File: src/rtl/div_seq_pkg.sv
// Shared constants and helpers for the sequential 32-bit divider.
package div_seq_pkg;

  typedef enum logic [1:0] {
    DIV_FREE   = 2'b00,
    DIV_BYZERO = 2'b01,
    DIV_ON     = 2'b10,
    DIV_END    = 2'b11
  } div_state_e;

  localparam logic DIV_RESULT_READY     = 1'b1;
  localparam logic DIV_RESULT_NOT_READY = 1'b0;
  localparam logic DIV_START            = 1'b1;
  localparam logic DIV_STOP             = 1'b0;
  localparam int   DIV_STEPS            = 32;

  function automatic logic [31:0] neg_if(input logic neg, input logic [31:0] v);
    return neg ? (~v + 32'd1) : v;
  endfunction

endpackage

File: src/rtl/div_seq.sv
// Multi-cycle restoring divider (DIV/DIVU): one quotient bit per cycle,
// result {remainder, quotient} held while ready is high.
module div_seq
  import div_seq_pkg::*;
(
  input  logic        clk,
  input  logic        rst,
  input  logic        signed_div,
  input  logic [31:0] opdata1,
  input  logic [31:0] opdata2,
  input  logic        start,
  input  logic        annul,
  output logic [63:0] result,
  output logic        ready,
  output logic        busy
);

  div_state_e  state_reg;
  logic [5:0]  cnt_reg;
  logic [64:0] work_reg;
  logic [31:0] divisor_reg;
  logic        neg_quo_reg;
  logic        neg_rem_reg;

  logic [31:0] mag1;
  logic [31:0] mag2;
  logic [32:0] trial;
  logic        trial_ge;
  logic [64:0] work_next;

  // work_reg layout: [64:33] partial remainder, [32:1] remaining dividend
  // bits shifting up, [31:0] collects quotient bits from the bottom.
  always_comb begin
    mag1      = neg_if(signed_div & opdata1[31], opdata1);
    mag2      = neg_if(signed_div & opdata2[31], opdata2);
    trial     = work_reg[64:32] - {1'b0, divisor_reg};
    trial_ge  = work_reg[64] | ~trial[32];
    work_next = trial_ge ? {trial[31:0], work_reg[31:0], 1'b1}
                         : {work_reg[63:0], 1'b0};
  end

  always_ff @(posedge clk) begin
    if (rst) begin
      state_reg   <= DIV_FREE;
      cnt_reg     <= 6'd0;
      work_reg    <= 65'd0;
      divisor_reg <= 32'd0;
      neg_quo_reg <= 1'b0;
      neg_rem_reg <= 1'b0;
      result      <= 64'd0;
      ready       <= DIV_RESULT_NOT_READY;
      busy        <= 1'b0;
    end else begin
      case (state_reg)
        DIV_FREE: begin
          if (start == DIV_START && !annul) begin
            busy <= 1'b1;
            if (opdata2 == 32'd0) begin
              state_reg <= DIV_BYZERO;
            end else begin
              state_reg   <= DIV_ON;
              cnt_reg     <= 6'd0;
              work_reg    <= {32'd0, mag1, 1'b0};
              divisor_reg <= mag2;
              neg_quo_reg <= signed_div & (opdata1[31] ^ opdata2[31]);
              neg_rem_reg <= signed_div & opdata1[31];
            end
          end
        end
        DIV_BYZERO: begin
          // Zero the working state so the END recompute also yields 0.
          state_reg   <= DIV_END;
          work_reg    <= 65'd0;
          neg_quo_reg <= 1'b0;
          neg_rem_reg <= 1'b0;
          result      <= 64'd0;
          busy        <= 1'b0;
        end
        DIV_ON: begin
          if (annul) begin
            state_reg <= DIV_FREE;
            busy      <= 1'b0;
          end else begin
            work_reg <= work_next;
            cnt_reg  <= cnt_reg + 6'd1;
            if (cnt_reg == 6'(DIV_STEPS - 1)) begin
              state_reg <= DIV_END;
              busy      <= 1'b0;
            end
          end
        end
        DIV_END: begin
          if (start == DIV_STOP) begin
            state_reg <= DIV_FREE;
            ready     <= DIV_RESULT_NOT_READY;
          end else begin
            result <= {neg_if(neg_rem_reg, work_reg[64:33]),
                       neg_if(neg_quo_reg, work_reg[31:0])};
            ready  <= DIV_RESULT_READY;
          end
        end
        default: state_reg <= DIV_FREE;
      endcase
    end
  end

endmodule

File: config.mk
export PLATFORM = sky130hd
export DESIGN_NAME = div_seq
export DESIGN_NICKNAME = d
export VERILOG_FILES = /design/src/rtl/div_seq_pkg.sv /design/src/rtl/div_seq.sv
export SDC_FILE = /design/constraint.sdc
export NUM_CORES = 1
export LEC_CHECK = 0
export CORE_ASPECT_RATIO = 1.1
export CORE_MARGIN = 1.5
export CORE_UTILIZATION = 31
export CTS_CLUSTER_DIAMETER = 50
export CTS_CLUSTER_SIZE = 8
export DETAILED_ROUTE_END_ITERATION = 6
export PLACE_DENSITY = 0.47
export SYNTH_ARGS = -nofsm -noshare
export SYNTH_HDL_FRONTEND = slang
export SYNTH_SLANG_ARGS = --single-unit
File: constraint.sdc
create_clock -name clk -period 3.6 [get_ports clk]
set_input_delay 0.36 -clock clk [delete_from_list [all_inputs] [get_ports clk]]
set_output_delay 0.36 -clock clk [all_outputs]
set_load 0.02 [all_outputs]
==> results of run 1 <==
-- cell families after synthesis --
family                   Yosys count
AND/OR/NAND/NOR                  419
AO/OA/AOI/OAI                    412
flip-flops                       173
XOR/XNOR                         149
buffers and inverters            138
adder cells (fa/ha/maj)           43
multiplexers                      25
-- synthesized netlist by cell type (12+ instances only) --
cell type  number  share of area, %
nand3_1        20              0.91
a22oi_1        45               3.1
nor3_1         27               1.2
o21ai_0        89               4.0
o41ai_1        12              0.95
nor4_1         15              0.85
a221oi_1       16               1.3
a211oi_1       44               3.0
nand2_1        90               3.1
o31ai_1        20               1.4
a22o_1         22               1.7
dfxtp_1       173                31
a32oi_1        13               1.0
xor2_1         68               5.4
a21o_1         25               1.7
nor2_1        169               5.8
clkbuf_1       63               2.1
ha_1           42               4.8
or3_1          17              0.97
or4_1          15               1.0
inv_1          55               1.9
xnor2_1        81               6.4
a21oi_1        63               2.9
nand2b_1       13              0.74
mux2i_1        23               2.1
-- metal layers --
layer	vias to the layer above	wire length, um	global-route usage [%]
met2	176	15700	30.64
met3	30	956	2.467
met5	-	0	0
met4	0	538	4.900
li1	5190	-	-
met1	4885	17850	27.62
-- area by class of cell --
cell class | count | area (um2) | area share (%)
multi-input combinational | 1048 | 6987 | 51.52
clock buffer | 18 | 439.2 | 3.238
sequential | 173 | 3463 | 25.54
clock inverter | 14 | 167.7 | 1.236
timing repair buffer | 179 | 1739 | 12.82
tap | 444 | 555.5 | 4.096
inverter | 56 | 210.2 | 1.550
-- per-stage QoR --
step	total power, W	utilization, %
2_1_floorplan	0.004197	-
3_3_place_gp	0.004968	36.97
3_5_place_dp	0.004980	36.97
4_1_cts	0.006901	38.70
5_1_grt	0.007298	38.70
6_report	0.006850	38.70
-- power groups by stage --
stage	sequential [W]	combinational, W	clock [W]
3_3_place_gp	0.00247	0.00250	0
3_5_place_dp	0.00247	0.00251	0
5_1_grt	0.00246	0.00279	0.00204
6_report	0.00244	0.00251	0.00191
2_1_floorplan	0.00234	0.00186	0
4_1_cts	0.00243	0.00252	0.00196
-- worst paths after layout --
path,startpoint,to,slack (ns),depth (start not counted)
worst min-delay path,divisor_reg[31],divisor_reg[31],0.47,2
worst max-delay path,work_reg[32],work_reg[47],0.39,12
worst min register to register,divisor_reg[31],divisor_reg[31],0.47,2
worst max register to register,work_reg[32],work_reg[47],0.39,12
-- worst max-delay path: cells and delay by family (launching register included) --
kind,cells,cell delay [ns]
flops,1,0.34
simple gates,2,0.51
fa+ha+maj,2,0.62
buf+inv,2,0.25
compound gates,6,1.38
==> run_results.csv, run 1 <==
group,metric,value,unit
sta,tightest_slew,1.209,ns
yosys,ys_ff_latch,173,
grt,antenna_found_initial,0,
cells_and_area,fill_cells,3563,
sta,slew-limit-headroom,17.29,%
cts,post_cts_buffers,0,
sta,rsz0062_at_grt,"no",
power,swShare,40.43,%
sta,finClkSkew,0.01344,ns
yosys,ys_warn_count,0,
setup_path,end_kind,"flop",
detailed_routing,routed_wl,35040,um
floorplanning,dieArea,36660,um2
power,clock_power_share,27.9,%
setup_path,cp_slowest_cell,"fa_1",
detailed_routing,via_count,10281,
yosys,synthCells,1359,
floorplanning,die_w,182.7,um
yosys,synth-seq-area-share,31.45,%
sta,layout_setup_ws,0.3921,ns
cells_and_area,layout.cells.most_common_list,"dfxtp_1, nor2_1, clkdlybuf4s50_1",
cells_and_area,largest_reg_flops,65,
cells_and_area,antenna_cells,0,
yosys,ys.flop_type,"dfxtp_1",
cts,clk_pin_slew,0.08,ns
cts,h-tree-depth,4,
sta,drv_slew,0,
yosys,synth_fa_ha_area_share,4.955,%
power,p_int,0.004081,W
cells_and_area,drive_gt1_share,6.922,%
yosys,synth_cell_type_count,71,
power,cellPowerDensity,505.1,nW/um2
sta,max_freq,311.7,MHz
sta,whs,0.4708,ns
sta,period_share,89.11,%
power,comb_power_share,36.6,%
grt,grt_overflow,0,
yosys,syn_area_per_cell,8.102,um2
cells_and_area,fin_cells,1932,
sta,period_needed,3.208,ns
status,status,"finished, final reports clean",
setup_path,worstPathMaxFanout,17,
cts,postCtsHoldBufs,0,
power,switching_power,0.002769,W
grt,grt_usage,19.35,%
floorplanning,start_util,31.42,%
cts,clock_sinks,173,
cts,clock_latency,0.45,ns
yosys,synthArstFlopShare,0,%
yosys,syn_area,11010,um2
detailed_routing,ant_nets,0,
yosys,synth_compound_area_share,25.85,%
floorplanning,io_pins,135,
grt,grt_pass1_wl,55900,um
detailed_routing,dr.pass1.iters,5,
grt,grt_max_degree,64,
floorplanning,std_cell_rows,72,
floorplanning,dieHeight,200.7,um
floorplanning,core,35040,um2
cts,cts_tree,"yes",
placement,dp_hpwl,27020,um
placement,gp_congestion,0.8389,
sta,tns,0,ns
min_path,hold_path_class,"flop to flop",
placement,placed_area,12950,um2
sta,setup_viol,0,
detailed_routing,drcViolationCount,0,
yosys,yosys.area_share.simple,18.31,%
yosys,synthXorXnorAreaFrac,11.85,%
setup_path,critPathKind,"flop to flop",
cts,post_cts_resized,0,
yosys,synth_top_family_by_area,"compound AO/OA/AOI/OAI gates",
sta,hold_violations,0,
detailed_routing,drt_iter0_markers,730,
setup_path,start_kind,"flop",
yosys,synth_edf_count,0,
cells_and_area,finish.instance_area,13560,um2
power,p_leak,5.312,nW
cells_and_area,syn2layout_area_growth,23.17,%
detailed_routing,avgViaCountPerCell,5.321,
cts,cts.path.max_buffers,2,
cts,cts_made_buffers,17,
grt,grt_pass1_vias,9902,
power,irDropWorstVdd,0.0003336,V
cts,clock_tree.root_cell,"clkbuf_16",
placement,dp_cells,1900,
yosys,syn_nets,1471,
yosys,synth_mux_area_share,2.295,%
cells_and_area,nets,1587,
flow_run,drv_cap,0,
setup_path,path_cells,"inv_1 > ha_1 > fa_1 > nand2b_1 > a21o_1 > a21oi_1 > o211ai_1 > o211ai_1 > a31oi_4 > buf_12 > nand2b_1 > o21ai_0",
setup_path,cpPeakStageDelay,0.40,ns
detailed_routing,wl_per_cell,18.14,um
placement,port_buffers,134,
placement,pre_cts_slack,0.008024,ns
cells_and_area,mostFrequentLayoutCell,"dfxtp_1",
power,p_seq_share,35.6,%
setup_path,worstPathRequired,3.96,ns
setup_path,crit_arrival,3.57,ns
Power figures use the tool's default switching activity.
==> inputs of run 2 (changes only) <==
- CAP_MARGIN: not set -> 5
- clock period: 3.6 -> 3.55 ns (I/O delays scaled with it)
==> run 2 against run 1 <==
Via count shrank 0.67%. Critical path depth is the same. Clock skew shrank 0.0026 ns. First-iteration DRC count shrank 17%. Sequential power is essentially flat. Combinational power grew 2%. Clock power is essentially flat. Cell count grew 0.31%. Worst setup slack lost 0.065 ns. Wire length grew 1.2%. Hold slack lost 0.10 ns. Register-to-register slack lost 0.07 ns. Critical path type unchanged.
==> run_results.csv, run 2 (synthesized netlist as in run 1, its figures left out) <==
group,metric,value,unit
cts,clk_pin_slew,0.08,ns
cts,cts_made_buffers,17,
status,status,"finished, final reports clean",
sta,drv_slew,0,
sta,tns,0,ns
placement,placed_area,12990,um2
detailed_routing,via_count,10212,
sta,whs,0.3680,ns
cells_and_area,syn2layout_area_growth,23.35,%
setup_path,crit_family,"compound AO/OA/AOI/OAI gates",
cells_and_area,fill_cells,3596,
flow_run,drv_cap,0,
cts,clock_tree.root_cell,"clkbuf_16",
setup_path,path_cells,"inv_1 > ha_1 > fa_1 > nand2b_1 > a21o_1 > a21oi_1 > o211ai_1 > o211ai_1 > a31oi_4 > buf_12 > nand2b_1 > o211ai_1",
placement,pre_cts_slack,0.03026,ns
sta,finClkSkew,0.01080,ns
floorplanning,core,35040,um2
detailed_routing,drcViolationCount,0,
sta,slew-limit-headroom,18.63,%
detailed_routing,wl_per_cell,18.30,um
setup_path,rr_endpoint,"work_reg[61]",
setup_path,r2r-start,"work_reg[32]",
cts,post_cts_resized,0,
cts,clock_latency,0.45,ns
sta,layout_setup_ws,0.3266,ns
cts,cts.path.max_buffers,2,
floorplanning,dieHeight,200.7,um
sta,hold_violations,0,
floorplanning,start_util,31.42,%
floorplanning,std_cell_rows,72,
setup_path,critPathKind,"flop to flop",
cts,post_cts_buffers,0,
min_path,hold_path_class,"primary input to flop",
grt,grt_pass1_vias,9858,
placement,dp_hpwl,27310,um
power,irDropWorstVdd,0.0003412,V
setup_path,worstPathRequired,3.92,ns
cts,clock_sinks,173,
detailed_routing,dr.pass1.iters,5,
cells_and_area,finish.instance_area,13580,um2
sta,setup_viol,0,
setup_path,start_kind,"flop",
setup_path,crit_arrival,3.60,ns
cells_and_area,drive_gt1_share,7.296,%
cells_and_area,mostFrequentLayoutCell,"dfxtp_1",
setup_path,cpPeakStageDelay,0.40,ns
detailed_routing,ant_nets,0,
detailed_routing,drt_iter0_markers,605,
grt,grt_overflow,0,
power,cellPowerDensity,510.4,nW/um2
sta,period_share,90.80,%
floorplanning,dieArea,36660,um2
floorplanning,io_pins,135,
grt,grt_max_degree,64,
setup_path,cp_slowest_cell,"fa_1",
setup_path,reg2reg_depth,12,
power,p_leak,5.338,nW
floorplanning,die_w,182.7,um
cts,postCtsHoldBufs,0,
setup_path,ff2ff_setup_slack,0.33,ns
sta,max_freq,310.2,MHz
cells_and_area,fin_util,38.76,%
cells_and_area,layout.cells.most_common_list,"dfxtp_1, nor2_1, clkdlybuf4s50_1",
cells_and_area,antenna_cells,0,
sta,period_needed,3.223,ns
cts,h-tree-depth,4,
grt,grt_pass1_wl,56260,um
cells_and_area,largest_reg_flops,65,
min_path,hold_path.startpoint,"rst",
placement,port_buffers,134,
detailed_routing,routed_wl,35460,um
setup_path,worstPathMaxFanout,17,
cells_and_area,nets,1593,
setup_path,end_kind,"flop",
setup_path,crit_path_frequent_cell,"o211ai_1",
placement,gp_congestion,0.8301,
grt,antenna_found_initial,0,
grt,grt_usage,19.47,%
sta,rsz0062_at_grt,"no",
setup_path,crit_buf_inv,2,
min_path,min_to,"result[41]",
sta,tightest_slew,1.190,ns
min_path,hold_depth,2,
detailed_routing,avgViaCountPerCell,5.269,
cts,cts_tree,"yes",
## run 2: worst reg2reg max path, delay by kind of cell, from the launching register on
kind                     cells  cell delay [ns]
AO/OA/AOI/OAI                6             1.42
flip-flops                   1             0.34
AND/OR/NAND/NOR              2             0.52
buffers and inverters        2             0.26
adder cells (fa/ha/maj)      2             0.62
## run 2: layer usage
metal	GRT usage, %	wire length, um	vias up
li1	-	-	5189
met4	5.844	624	0
met1	27.75	18110	4838
met5	0	0	-
met3	2.268	780	26
met2	30.64	15950	159
## run 2: area by class of cell
cell class	instances	area, um2	area share (%)
clock buffer	17	425.4	3.132
clock inverter	15	168.9	1.244
inverter	56	210.2	1.548
multi-input combinational	1048	6987	51.44
sequential	173	3463	25.50
tap	444	555.5	4.090
timing repair buffer	185	1772	13.04
## run 2: metrics by stage
stage	instances	total power, W
floorplan	1359	0.004257
global placement	1906	0.005037
detailed placement	1906	0.005045
CTS	1938	0.006977
global route	1938	0.007370
finish	1938	0.006932
## run 2: worst max-delay path by stage
stage	to	slack (ns)	depth (start not counted)	startpoint
floorplan	work_reg[48]	0.81	12	work_reg[32]
global placement	work_reg[61]	0.07	11	opdata2[0]
detailed placement	work_reg[59]	0.03	11	opdata2[0]
CTS	work_reg[61]	0.33	12	work_reg[32]
global route	work_reg[56]	0.16	12	work_reg[32]
finish	work_reg[61]	0.33	12	work_reg[32]
## run 2: power by group
| group | internal [W] | switching [W] | total, W |
|---|---|---|---|
| sequential | 0.00215 | 0.000314 | 0.00246 |
| combinational | 0.00101 | 0.00154 | 0.00255 |
| clock | 0.000952 | 0.000965 | 0.00192 |
| total | 0.00412 | 0.00282 | 0.00693 |
==> inputs of run 3 (changes only) <==
- CAP_MARGIN: 5 -> 0
- CTS_BUF_LIST: not set -> sky130_fd_sc_hd__clkbuf_8
==> run 3 against run 2 <==
Largest power group unchanged. Total power is 7.0% lower. Wire length is 0.28% lower. Global-route usage is 0.097 points lower. Cell count stayed put. Combinational power hardly changed. Critical path depth stayed put. Highest routed layer unchanged. Sequential share of layout area is 0.36 points higher.
==> run_results.csv, run 3 (synthesized netlist as in run 1, its figures left out) <==
group,metric,value,unit
flow_run,drv_cap,0,
setup_path,worstPathMaxFanout,17,
detailed_routing,via_count,10196,
detailed_routing,drt_iter0_markers,649,
cells_and_area,fin_util,38.21,%
sta,rsz0062_at_grt,"no",
floorplanning,dieHeight,200.7,um
detailed_routing,ant_nets,0,
cts,clock_latency,0.48,ns
setup_path,start_kind,"flop",
power,cellPowerDensity,481.4,nW/um2
floorplanning,die_w,182.7,um
cells_and_area,largest_reg_flops,65,
placement,gp_congestion,0.8301,
floorplanning,dieArea,36660,um2
sta,layout_setup_ws,0.2996,ns
cells_and_area,drive_gt1_share,7.296,%
sta,max_freq,307.7,MHz
cts,clk_pin_slew,0.11,ns
cells_and_area,antenna_cells,0,
cts,cts.path.max_buffers,2,
sta,period_needed,3.250,ns
sta,finClkSkew,0.01574,ns
detailed_routing,avgViaCountPerCell,5.261,
grt,grt_pass1_vias,9834,
status,status,"finished, final reports clean",
cts,post_cts_resized,0,
sta,period_share,91.56,%
cts,clock_sinks,173,
sta,slew-limit-headroom,23.21,%
grt,grt_usage,19.38,%
sta,tightest_slew,1.123,ns
cells_and_area,syn2layout_area_growth,21.61,%
sta,setup_viol,0,
placement,port_buffers,134,
placement,dp_hpwl,27310,um
power,finalPower,0.006447,W
setup_path,worstPathRequired,3.95,ns
setup_path,crit_arrival,3.65,ns
setup_path,path_cells,"inv_1 > ha_1 > fa_1 > nand2b_1 > a21o_1 > a21oi_1 > o211ai_1 > o211ai_1 > a31oi_4 > buf_12 > nand2b_1 > o21ai_0",
power,irDropWorstVdd,0.0002733,V
cts,post_cts_buffers,0,
cells_and_area,layout.cells.most_common_list,"dfxtp_1, nor2_1, clkdlybuf4s50_1",
grt,grt_overflow,0,
power,p_leak,5.251,nW
grt,grt_pass1_wl,56190,um
setup_path,end_kind,"flop",
cts,postCtsHoldBufs,0,
floorplanning,io_pins,135,
sta,drv_slew,0,
cts,h-tree-depth,4,
floorplanning,core,35040,um2
cts,clock_tree.root_cell,"clkbuf_8",
cts,cts_made_buffers,17,
detailed_routing,wl_per_cell,18.25,um
floorplanning,std_cell_rows,72,
detailed_routing,dr.pass1.iters,4,
setup_path,cpPeakStageDelay,0.40,ns
cts,cts_tree,"yes",
grt,antenna_found_initial,0,
cells_and_area,nets,1593,
placement,placed_area,12990,um2
setup_path,ff2ff_setup_slack,0.30,ns
sta,tns,0,ns
grt,grt_max_degree,64,
setup_path,cp_slowest_cell,"fa_1",
placement,pre_cts_slack,0.03026,ns
sta,hold_violations,0,
setup_path,critPathKind,"flop to flop",
cells_and_area,finish.instance_area,13390,um2
detailed_routing,drcViolationCount,0,
floorplanning,start_util,31.42,%
min_path,hold_path_class,"primary input to flop",
cells_and_area,mostFrequentLayoutCell,"dfxtp_1",
detailed_routing,routed_wl,35360,um
## run 3: cell counts in the layout (fill, tap and decap cells not counted)
No cell type changed its count.
## run 3: worst paths after layout
| path | startpoint | end | cells past startpoint |
|---|---|---|---|
| setup / recovery | work_reg[32] | work_reg[47] | 12 |
| hold / removal | rst | result[38] | 2 |
| setup reg to reg | work_reg[32] | work_reg[47] | 12 |
| hold reg to reg | divisor_reg[31] | divisor_reg[31] | 2 |
## run 3: layout make-up
cell class | count | area [um2]
clock inverter | 15 | 168.9
tap | 444 | 555.5
fill | 3615 | 21650
multi-input combinational | 1048 | 6987
clock buffer | 17 | 234.0
inverter | 56 | 210.2
timing repair buffer | 185 | 1772
sequential | 173 | 3463
## run 3: layer usage
metal / share of wire (%) / up-vias / GRT usage, %
met5: 0 / - / 0
met4: 1.5 / 0 / 4.693
met3: 2.3 / 21 / 2.358
met2: 45 / 167 / 30.71
met1: 51 / 4819 / 27.79
li1: - / 5189 / -
## run 3: power by group
part	leakage (nW)	switching [W]	internal (W)
sequential	1.40	0.000312	0.00215
clock	0.202	0.000894	0.000539
combinational	3.64	0.00154	0.00101
## run 3: worst max-delay path, delay by kind of cell, from the launching register on
kind | cells | cell delay (ns)
compound gates | 6 | 1.43
fa+ha+maj | 2 | 0.62
simple gates | 2 | 0.52
flops | 1 | 0.35
buf+inv | 2 | 0.26
## run 3: through the flow
stage                     hold WS [ns]  instances
final                           0.3413       1938
after global routing            0.3040       1938
after CTS                       0.2931       1938
after detailed placement        0.4650       1906
after global placement          0.4622       1906
after floorplan                 0.4461       1359
